[config.mk]
export PLATFORM = sky130hd
export DESIGN_NAME = wakeup_scheduler
export DESIGN_NICKNAME = d
export VERILOG_FILES = /design/src/rtl/wakeup_scheduler.sv
export SDC_FILE = /design/constraint.sdc
export NUM_CORES = 1
export LEC_CHECK = 0
export ABC_AREA = 1
export CORE_MARGIN = 2
export CORE_UTILIZATION = 55
export CTS_BUF_LIST = sky130_fd_sc_hd__clkbuf_8
export DETAILED_ROUTE_END_ITERATION = 8
export GPL_ROUTABILITY_DRIVEN = 0
export GPL_TIMING_DRIVEN = 0
export PLACE_DENSITY = 0.79
export SLEW_MARGIN = 25
export SYNTH_ARGS = -nofsm -noshare
export SYNTH_HDL_FRONTEND = slang
export SYNTH_SLANG_ARGS = --single-unit
[constraint.sdc]
create_clock -name clk -period 3.85 [get_ports clk]
set_input_delay 0.9625 -clock clk [delete_from_list [all_inputs] [get_ports clk]]
set_output_delay 0.9625 -clock clk [all_outputs]
set_load 0.05 [all_outputs]
[src/rtl/wakeup_scheduler.sv]
// Per-lane latency shift arrays that replay each issued destination tag on the
// lane's wakeup port exactly io_issue_lat cycles after the micro-op was accepted.
module wakeup_scheduler #(
    parameter int NUM_WAKEUP_PORTS = 2,
    parameter int MAX_LAT          = 4,
    parameter int PREG_W           = 7,
    localparam int LAT_W           = $clog2(MAX_LAT + 1)
) (
    input  logic                                          clk,
    input  logic                                          reset,
    input  logic [NUM_WAKEUP_PORTS-1:0]                   io_issue_valid,
    input  logic [NUM_WAKEUP_PORTS-1:0][PREG_W-1:0]       io_issue_pdst,
    input  logic [NUM_WAKEUP_PORTS-1:0][LAT_W-1:0]        io_issue_lat,
    output logic [NUM_WAKEUP_PORTS-1:0]                   io_issue_ready,
    input  logic                                          io_flush,
    output logic [NUM_WAKEUP_PORTS-1:0]                   wakeup_ports_valid,
    output logic [NUM_WAKEUP_PORTS-1:0][PREG_W-1:0]       wakeup_ports_bits_pdst,
    output logic                                          io_busy
);

    typedef struct packed {
        logic              valid;
        logic [PREG_W-1:0] pdst;
    } entry_t;

    // Slot k of a lane broadcasts k cycles from now; slot 0 drives the port.
    entry_t slot_q [NUM_WAKEUP_PORTS][MAX_LAT];

    logic [NUM_WAKEUP_PORTS-1:0] lat_legal;
    logic [NUM_WAKEUP_PORTS-1:0] collide;
    logic [NUM_WAKEUP_PORTS-1:0] accept;

    // A write into slot L-1 would be overwritten by the occupant of slot L
    // shifting down, so an occupied slot L blocks latency L.
    always_comb begin
        // NOTE: every output of this block gets a default before the loops, so
        // no path leaves a variable unassigned and no latch is inferred.
        lat_legal      = '0;
        collide        = '0;
        io_issue_ready = '0;
        for (int i = 0; i < NUM_WAKEUP_PORTS; i++) begin
            lat_legal[i] = (io_issue_lat[i] != '0) &&
                           (io_issue_lat[i] <= LAT_W'(MAX_LAT));
            for (int k = 1; k < MAX_LAT; k++) begin
                if ((io_issue_lat[i] == LAT_W'(k)) && slot_q[i][k].valid)
                    collide[i] = 1'b1;
            end
            io_issue_ready[i] = !io_flush && lat_legal[i] && !collide[i];
        end
    end

    assign accept = io_issue_valid & io_issue_ready & {NUM_WAKEUP_PORTS{!io_flush}};

    always_ff @(posedge clk or negedge reset) begin
        if (!reset) begin
            // NOTE: the tag storage is reset along with the valid bits because the
            // broadcast tag is a direct register output that must read 0 in reset.
            for (int i = 0; i < NUM_WAKEUP_PORTS; i++)
                for (int k = 0; k < MAX_LAT; k++)
                    slot_q[i][k] <= '0;
        end else if (io_flush) begin
            for (int i = 0; i < NUM_WAKEUP_PORTS; i++)
                for (int k = 0; k < MAX_LAT; k++)
                    slot_q[i][k] <= '0;
        end else begin
            for (int i = 0; i < NUM_WAKEUP_PORTS; i++) begin
                for (int k = 0; k < MAX_LAT - 1; k++)
                    slot_q[i][k] <= slot_q[i][k+1];
                slot_q[i][MAX_LAT-1] <= '0;
                // NOTE: non-blocking assignments resolve last-write-wins, so the
                // capture below overrides the shift into the same slot.
                for (int k = 0; k < MAX_LAT; k++) begin
                    if (accept[i] && (io_issue_lat[i] == LAT_W'(k + 1)))
                        slot_q[i][k] <= {1'b1, io_issue_pdst[i]};
                end
            end
        end
    end

    always_comb begin
        wakeup_ports_valid     = '0;
        wakeup_ports_bits_pdst = '0;
        io_busy                = 1'b0;
        for (int i = 0; i < NUM_WAKEUP_PORTS; i++) begin
            wakeup_ports_valid[i]     = slot_q[i][0].valid;
            wakeup_ports_bits_pdst[i] = slot_q[i][0].pdst;
            for (int k = 0; k < MAX_LAT; k++)
                io_busy = io_busy | slot_q[i][k].valid;
        end
    end

endmodule
==> results_dict.tcl, run 1 <==
set metrics [dict create \
    cp_max_fo 10 \
    die_width_um 82.7 \
    postSynthAreaPerCell_um2 7.90 \
    ys_types 20 \
    setup_tns_ps 0 \
    rows 28 \
    peakVddDrop_v 0.000209 \
    ant_nets 0 \
    place_hpwl_um 4670 \
    clock_power_share 0.365 \
    drive_above_1_share 0.123 \
    fin_crit_ps 3760 \
    p_sw_mw 0.373 \
    status "finished, final reports clean" \
    worst_pin_slew_ps 660 \
    final_cells 563 \
    yosysSeqAreaShare 0.470 \
    holdWs_ps 478 \
    power_frac_seq 0.502 \
    port-buffer-count 40 \
    arrival_ps 2800 \
    start_kind "primary input" \
    cellLeakagePower_nw 2.13 \
    synth_warnings 0 \
    power_density_mw_per_mm2 332 \
    synth_area_mm2 0.00341 \
    root_buffer "clkbuf_8" \
    wl_per_cell_um 11.6 \
    synth_seq_cells 64 \
    synth_nets 458 \
    cts_buffers 9 \
    antenna_cells 0 \
    io_pins 44 \
    die_area_mm2 0.00684 \
    setup_violations 0 \
    finalNetCount 510 \
    finalWorstSetupSlack_ps 92.2 \
    clockBufferDepth 2 \
    cts_sinks 64 \
    required_ps 2890 \
    dp.cells 547 \
    hold_violations 0 \
    clk_pin_slew_ps 70 \
    viasPerCell 4.79 \
    drv_cap 0 \
    cts_hold_buf 0 \
    overflow 0 \
    intPower_mw 0.983 \
    vias 2694 \
    utilization 0.686 \
    dp_slack_ps -450 \
    die_height_um 82.7 \
    insertion_delay_ps 340 \
    period_share 0.976 \
    grt_use_total 0.225 \
    drtPass1Iterations 4 \
    combPwrFrac 0.132 \
    cts_tree "built" \
    core_mm2 0.00596 \
    end_kind "output pin" \
    clock_skew_ps 8.02 \
    drt_iter0_markers 220 \
    path_class "in2out" \
    drc 0 \
    max_freq_ghz 0.266 \
    wl_um 6520 \
    slew_headroom 0.557 \
    initial_core_util 0.572 \
    antenna_found_initial 0 \
    post-cts-setup-buffers 0 \
    ctsHtreeMaxLevel 3 \
    p_sw_frac 0.275 \
    grt_start_max_net_pins 49 \
    hold_path.class "in2async" \
    syn_inst 431 \
    grt_setup_unrepaired "false" \
    grt_pass1_vias 2533 \
    grt_pass1_wl_um 11500 \
    drv_slew 0 \
    synthToLayoutAreaGrowth_pct 19.8 \
]
-- cell usage in the layout (no fill, tap or decap), types with 4 or more instances in the layout --
cell             netlist  final
a21oi_1                6      6
clkbuf_1               6      6
nand2_2                4      4
buf_4                 16     17
buf_1                  5      5
nand3_4                6      6
clkbuf_8               0     10
nand4_1               48     48
inv_1                110    112
nor2_1                60     60
buf_6                  4      4
dfrtp_1               64     64
clkinv_2               0      4
nor3_2                 4      4
clkdlybuf4s50_1        0     36
nand2_1               85     85
-- per-layer routing --
layer,up-vias,global-route usage,routed length (µm)
li1,1391,-,-
met1,1191,0.324,3070
met2,101,0.328,2900
met3,11,0.0370,401
met4,0,0.116,144
met5,-,0,0
-- worst max-delay path: stages --
cell and delay (ps):
clkdlybuf4s50_1 640, ha_1 280, nor2_1 110, nand2_2 110, nor2_8 240, buf_6 170
buf_2 270
-- worst paths after layout --
| kind | start | end | slack [ps] | cells past startpoint |
|---|---|---|---|---|
| max | io_issue_lat[2] | io_issue_ready[0] | 90 | 7 |
| min | reset | slot_q[50] | 480 | 1 |
| max reg2reg | slot_q[23] | slot_q[10] | 2460 | 7 |
| min reg2reg | slot_q[52] | wakeup_ports_bits_pdst[4] | 540 | 4 |
| max in group asynchronous | reset | wakeup_ports_bits_pdst[7] | 2870 | 2 |
| min in group clk | slot_q[52] | wakeup_ports_bits_pdst[4] | 540 | 4 |
-- cells in the mapped netlist --
library cell	number	area, µm²
ha_1	2	25.0
a21oi_1	6	30.0
nand3_2	2	20.0
nor2_1	60	225
nand4_1	48	300
nor4_1	2	12.5
buf_4	16	120
nor2_8	2	40.0
inv_1	110	413
nand2_1	85	319
buf_6	4	45.0
nand2_2	4	25.0
buf_1	5	18.8
nor3_2	4	40.0
clkbuf_1	6	22.5
dfrtp_1	64	1600
nor3_4	2	32.5
nand3_4	6	105
clkinv_1	1	3.75
inv_2	2	7.51
-- logic make-up (layout without fill, tap and decap cells) --
family          Yosys count  after routing  share of synthesized area
compound gates            6              6                    0.00881
fa+ha+maj                 2              2                    0.00734
buf+inv                 144            201                      0.185
flops                    64             64                      0.470
simple gates            215            215                      0.329
-- flip-flops by register name (all words and copies together), names as in the netlist --
register / count
slot_q: 48
wakeup_ports_bits_pdst: 14
wakeup_ports_valid: 2
-- area by class of cell --
class	count	area (µm²)
fillers	519	1870
inverters	113	424
well taps	75	93.8
flip-flops and latches	64	1600
repair buffers	41	417
plain buffers	31	206
clock buffers	10	138
clock inverters	6	27.5
multi-input cells	223	1170
-- per-stage QoR --
step	power, mW	instance area (µm²)
floorplan	0.802	3410
global route	1.41	4080
detailed placement	0.875	3930
CTS	1.36	4080
finish	1.36	4080
global placement	0.867	3900
-- power by group through the flow --
stage	combinational (mW)	sequential (mW)	clock, mW
after global routing	0.198	0.682	0.533
after detailed placement	0.181	0.694	0
final	0.179	0.681	0.495
after CTS	0.179	0.681	0.499
after global placement	0.173	0.694	0
after floorplan	0.109	0.694	0
-- timing repair --
action | CTS | global route
hold endpoints to repair | 0 | 0
resized for setup | 11 | 1
endpoints found under the setup margin | 2 | 1
No activity file was read; power rests on OpenSTA's default activity.
==> run 2, diff against run 1 <==
--- a/config.mk
+++ b/config.mk
@@ -12,7 +12,7 @@
 export DETAILED_ROUTE_END_ITERATION = 8
 export GPL_ROUTABILITY_DRIVEN = 0
 export GPL_TIMING_DRIVEN = 0
-export PLACE_DENSITY = 0.79
+export PLACE_DENSITY = 0.87
 export SLEW_MARGIN = 25
 export SYNTH_ARGS = -nofsm -noshare
 export SYNTH_HDL_FRONTEND = slang
==> run 2 against run 1 <==
  * Clock skew is 2.9 ps lower
  * Non-clock buffer count stayed put
  * Core utilization is 0.61 points higher
  * Combinational power hardly changed
  * Sequential power hardly changed
  * Setup slack better by 4.1 ps
  * Die area stayed put
  * Worst hold slack hardly changed
  * Cell count is 0.18% lower
  * Global-route usage is 0.65 points higher
  * Count of clock-buffer cells in the layout is 1 lower
  * Critical endpoint unchanged
==> results_dict.tcl, run 2 (synthesis gave the netlist of run 1 again) <==
set metrics [dict create \
    mostFrequentLayoutCell "inv_1" \
    initial_core_util 0.572 \
    slew_headroom 0.554 \
    max_freq_ghz 0.266 \
    drive_above_1_share 0.121 \
    clk_pin_slew_ps 70 \
    intPower_mw 1.10 \
    finalWorstSetupSlack_ps 96.3 \
    place_hpwl_um 4940 \
    path_cells "clkdlybuf4s50_1 -> nor2_1 -> ha_1 -> nor2_1 -> nand2_2 -> nor2_8 -> buf_6 -> buf_2" \
    power_frac_seq 0.466 \
    p_sw_mw 0.368 \
    drt_iter0_markers 222 \
    cp_common_cell "nor2_1" \
    grt_use_total 0.232 \
    die_width_um 82.7 \
    synthToLayoutAreaGrowth_pct 20.9 \
    wl_per_cell_um 12.3 \
    p_sw_frac 0.251 \
    cts_resized 11 \
    cts_sinks 64 \
    status "finished, final reports clean" \
    drc 0 \
    grt_pass1_vias 2680 \
    path_class "in2out" \
    vias 2797 \
    drv_slew 0 \
    clock_power_share 0.410 \
    largest_register_ffs 48 \
    post-cts-setup-buffers 0 \
    wl_um 6910 \
    die_height_um 82.7 \
    overflow 0 \
    grt_start_max_net_pins 50 \
    cp_max_fo 10 \
    setup_tns_ps 0 \
    dp_slack_ps -470 \
    start_kind "primary input" \
    clock_skew_ps 5.11 \
    insertion_delay_ps 340 \
    cts_tree "built" \
    regMostFlops "slot_q" \
    mostFrequentLayoutCells "112 x inv_1, 85 x nand2_1, 64 x dfrtp_1, 60 x nor2_1, 48 x nand4_1" \
    critPathSlowestCell "clkdlybuf4s50_1" \
    rows 28 \
    fin_crit_ps 3750 \
    end_kind "output pin" \
    core_mm2 0.00596 \
    drv_cap 0 \
    power_density_mw_per_mm2 355 \
    ant_nets 0 \
    combPwrFrac 0.124 \
    root_buffer "clkbuf_8" \
    dp.cells 547 \
    finalNetCount 510 \
    required_ps 2890 \
    peakVddDrop_v 0.000247 \
    drtPass1Iterations 6 \
    period_share 0.975 \
    ctsHtreeMaxLevel 3 \
    cts_buffers 9 \
    hold_path.class "in2async" \
    setup_violations 0 \
    fillerInstances 454 \
    port-buffer-count 40 \
    cts_hold_buf 0 \
    grt_setup_unrepaired "false" \
    antenna_cells 0 \
    io_pins 44 \
    slowest_delay_ps 580 \
    arrival_ps 2790 \
    cellLeakagePower_nw 2.14 \
    worst_pin_slew_ps 665 \
    holdWs_ps 478 \
    antenna_found_initial 0 \
    viasPerCell 4.98 \
    clockBufferDepth 2 \
    hold_violations 0 \
    final_cells 562 \
    die_area_mm2 0.00684 \
    utilization 0.692 \
    grt_pass1_wl_um 11700 \
]
-- run 2: worst paths after layout --
| path | start | endpoint | slack, ps | cells after the start |
|---|---|---|---|---|
| max | io_issue_lat[1] | io_issue_ready[0] | 100 | 8 |
| min | reset | slot_q[38] | 480 | 1 |
| min in group clk | slot_q[51] | wakeup_ports_bits_pdst[3] | 540 | 4 |
| max in group asynchronous | reset | wakeup_ports_bits_pdst[13] | 2870 | 2 |
| max reg2reg | slot_q[39] | slot_q[42] | 2430 | 7 |
| min reg2reg | slot_q[51] | wakeup_ports_bits_pdst[3] | 540 | 4 |
-- run 2: power groups by stage --
stage	clock network, mW	registers [mW]	logic (mW)
floorplan	0	0.694	0.109
global placement	0	0.694	0.171
detailed placement	0	0.694	0.181
CTS	0.604	0.682	0.180
global route	0.636	0.682	0.199
finish	0.600	0.682	0.181
-- run 2: final cells by class --
type	instances	area, µm²	area share
Sequential cell	64	1600	0.389
Clock buffer	9	124	0.0301
Tap cell	75	93.8	0.0228
Multi-Input combinational cell	223	1170	0.285
Buffer	31	206	0.0501
Timing Repair Buffer	41	417	0.101
Inverter	113	424	0.103
Clock inverter	6	77.6	0.0188
-- run 2: layer usage --
metal / GRT usage / up-vias / share of wire
li1: - / 1393 / -
met4: 0.108 / 0 / 0.023
met1: 0.291 / 1248 / 0.41
met3: 0.0652 / 21 / 0.085
met2: 0.372 / 135 / 0.49
met5: 0 / - / 0
-- run 2: stage by stage --
step,power [mW],area (µm²)
2_1_floorplan,0.802,3410
3_3_place_gp,0.865,3900
3_5_place_dp,0.875,3930
4_1_cts,1.47,4120
5_1_grt,1.52,4120
6_report,1.46,4120
-- run 2: worst max-delay path: cells and delay by family --
family	cells	cell delay, ps
adder cells (fa/ha/maj)	1	270
buffers and inverters	3	1030
AND/OR/NAND/NOR	4	530
==> run 3, diff against run 2 <==
--- a/config.mk
+++ b/config.mk
@@ -11,7 +11,7 @@
 export CTS_BUF_LIST = sky130_fd_sc_hd__clkbuf_8
 export DETAILED_ROUTE_END_ITERATION = 8
 export GPL_ROUTABILITY_DRIVEN = 0
-export GPL_TIMING_DRIVEN = 0
+export GPL_TIMING_DRIVEN = 1
 export PLACE_DENSITY = 0.87
 export SLEW_MARGIN = 25
 export SYNTH_ARGS = -nofsm -noshare
==> run 3 against run 2 <==
  * Sequential share of layout area increased by 1.2 points
  * Core utilization down 2.1 points
  * Clock skew rose by 2.5 ps
  * Global-route usage shrank 1.5 points
  * Via count shrank 4.8%
  * Die area unchanged
  * Sequential power about the same
  * Flip-flop and latch count is the same
  * Cell count down 3.7%
  * Worst hold slack improved by 76 ps
  * Setup slack better by 380 ps
  * Clock power fell by 8.8%
  * Largest power group unchanged
==> results_dict.tcl, run 3 (synthesis gave the netlist of run 1 again) <==
set metrics [dict create \
    cts_resized 0 \
    drc 0 \
    die_height_um 82.7 \
    io_pins 44 \
    initial_core_util 0.572 \
    clock_power_share 0.389 \
    setup_tns_ps 0 \
    insertion_delay_ps 340 \
    end_kind "output pin" \
    start_kind "primary input" \
    wl_um 6590 \
    grt_setup_unrepaired "false" \
    utilization 0.670 \
    hold_path.class "reg2reg" \
    rows 28 \
    largest_register_ffs 48 \
    p_sw_frac 0.265 \
    cts_tree "built" \
    finalPower_mw 1.41 \
    ant_nets 0 \
    intPower_mw 1.03 \
    path_class "in2out" \
    wl_per_cell_um 12.2 \
    period_share 0.876 \
    overflow 0 \
    hold_violations 0 \
    drt_iter0_markers 309 \
    grt_pass1_wl_um 10900 \
    peakVddDrop_v 0.000213 \
    synthToLayoutAreaGrowth_pct 17.2 \
    drv_cap 0 \
    core_mm2 0.00596 \
    viasPerCell 4.92 \
    mostFrequentLayoutCell "inv_1" \
    cts_hold_buf 0 \
    root_buffer "clkbuf_8" \
    finalNetCount 488 \
    die_area_mm2 0.00684 \
    cp_max_fo 5 \
    dpl-instance-area_mm2 0.00380 \
    antenna_cells 0 \
    combPwrFrac 0.127 \
    grt_use_total 0.217 \
    power_density_mw_per_mm2 352 \
    max_freq_ghz 0.296 \
    status "finished, final reports clean" \
    cellLeakagePower_nw 2.05 \
    holdWs_ps 555 \
    required_ps 2890 \
    clockBufferDepth 2 \
    clk_pin_slew_ps 70 \
    die_width_um 82.7 \
    post-cts-setup-buffers 0 \
    fin_crit_ps 3370 \
    power_frac_seq 0.485 \
    mostFrequentLayoutCells "110 x inv_1, 85 x nand2_1, 64 x dfrtp_1, 60 x nor2_1, 48 x nand4_1" \
    drtPass1Iterations 5 \
    cts_buffers 9 \
    grt_pass1_vias 2370 \
    slew_headroom 0.489 \
    regMostFlops "slot_q" \
    antenna_found_initial 0 \
    arrival_ps 2410 \
    drive_above_1_share 0.103 \
    cts_sinks 64 \
    setup_violations 0 \
    port-buffer-count 43 \
    fin_area_mm2 0.00399 \
    place_hpwl_um 4630 \
    ctsHtreeMaxLevel 3 \
    vias 2663 \
    clock_skew_ps 7.57 \
    grt_start_max_net_pins 43 \
    p_sw_mw 0.372 \
    worst_pin_slew_ps 763 \
    drv_slew 0 \
]
## run 3: changes by cell type in the layout (fill, tap and decap cells not counted), sizes merged
cell / delta
buf: -18
clkdlybuf4s50: +4
clkbuf: -7
clkinv: +3
dlygate4sd2: -1
bufinv: -1
clkinvlp: +1
inv: -2
## run 3: per-stage QoR
stage          setup WS [ps]  cells
5_1_grt                  413    541
3_3_place_gp             495    524
2_1_floorplan            976    431
3_5_place_dp             468    525
6_report                 477    541
4_1_cts                  467    541
## run 3: routing by layer
metal	wire [µm]	vias to the layer above	track usage	part of all wire
met4	114	0	0.0918	0.017
met2	3100	114	0.320	0.47
met1	2870	1197	0.304	0.44
met5	0	-	0	0
met3	507	10	0.0565	0.077
li1	-	1342	-	-
## run 3: worst paths after layout
path                                        endpoint            start  depth (start not counted)  slack [ps]
setup reg to reg           wakeup_ports_bits_pdst[3]       slot_q[39]                          8        2250
max in group asynchronous  wakeup_ports_bits_pdst[5]            reset                          2        2700
hold / removal                            slot_q[45]       slot_q[37]                          4         550
setup / recovery                   io_issue_ready[1]  io_issue_lat[5]                          6         480
min in group asynchronous                 slot_q[39]            reset                          1         560
hold reg to reg                           slot_q[45]       slot_q[37]                          4         550
## run 3: power by group through the flow
stage	Clock (mW)	Sequential, mW	Combinational [mW]
after floorplan	0	0.694	0.109
after global placement	0	0.694	0.170
after detailed placement	0	0.694	0.178
after CTS	0.557	0.682	0.178
after global routing	0.591	0.682	0.195
final	0.547	0.682	0.178
## run 3: critical path, cell delays in order
cell	delay [ps]
clkdlybuf4s50_1	640
ha_1	290
nor2_1	120
nand2_2	110
nor2_8	150
buf_12	140
## run 3: area by class of cell
type,count,area (µm²)
fill,464,1960
inverter,113,424
sequential,64,1600
clock buffer,9,124
timing repair buffer,50,510
multi-input combinational,223,1170
tap,75,93.8
clock inverter,7,62.6
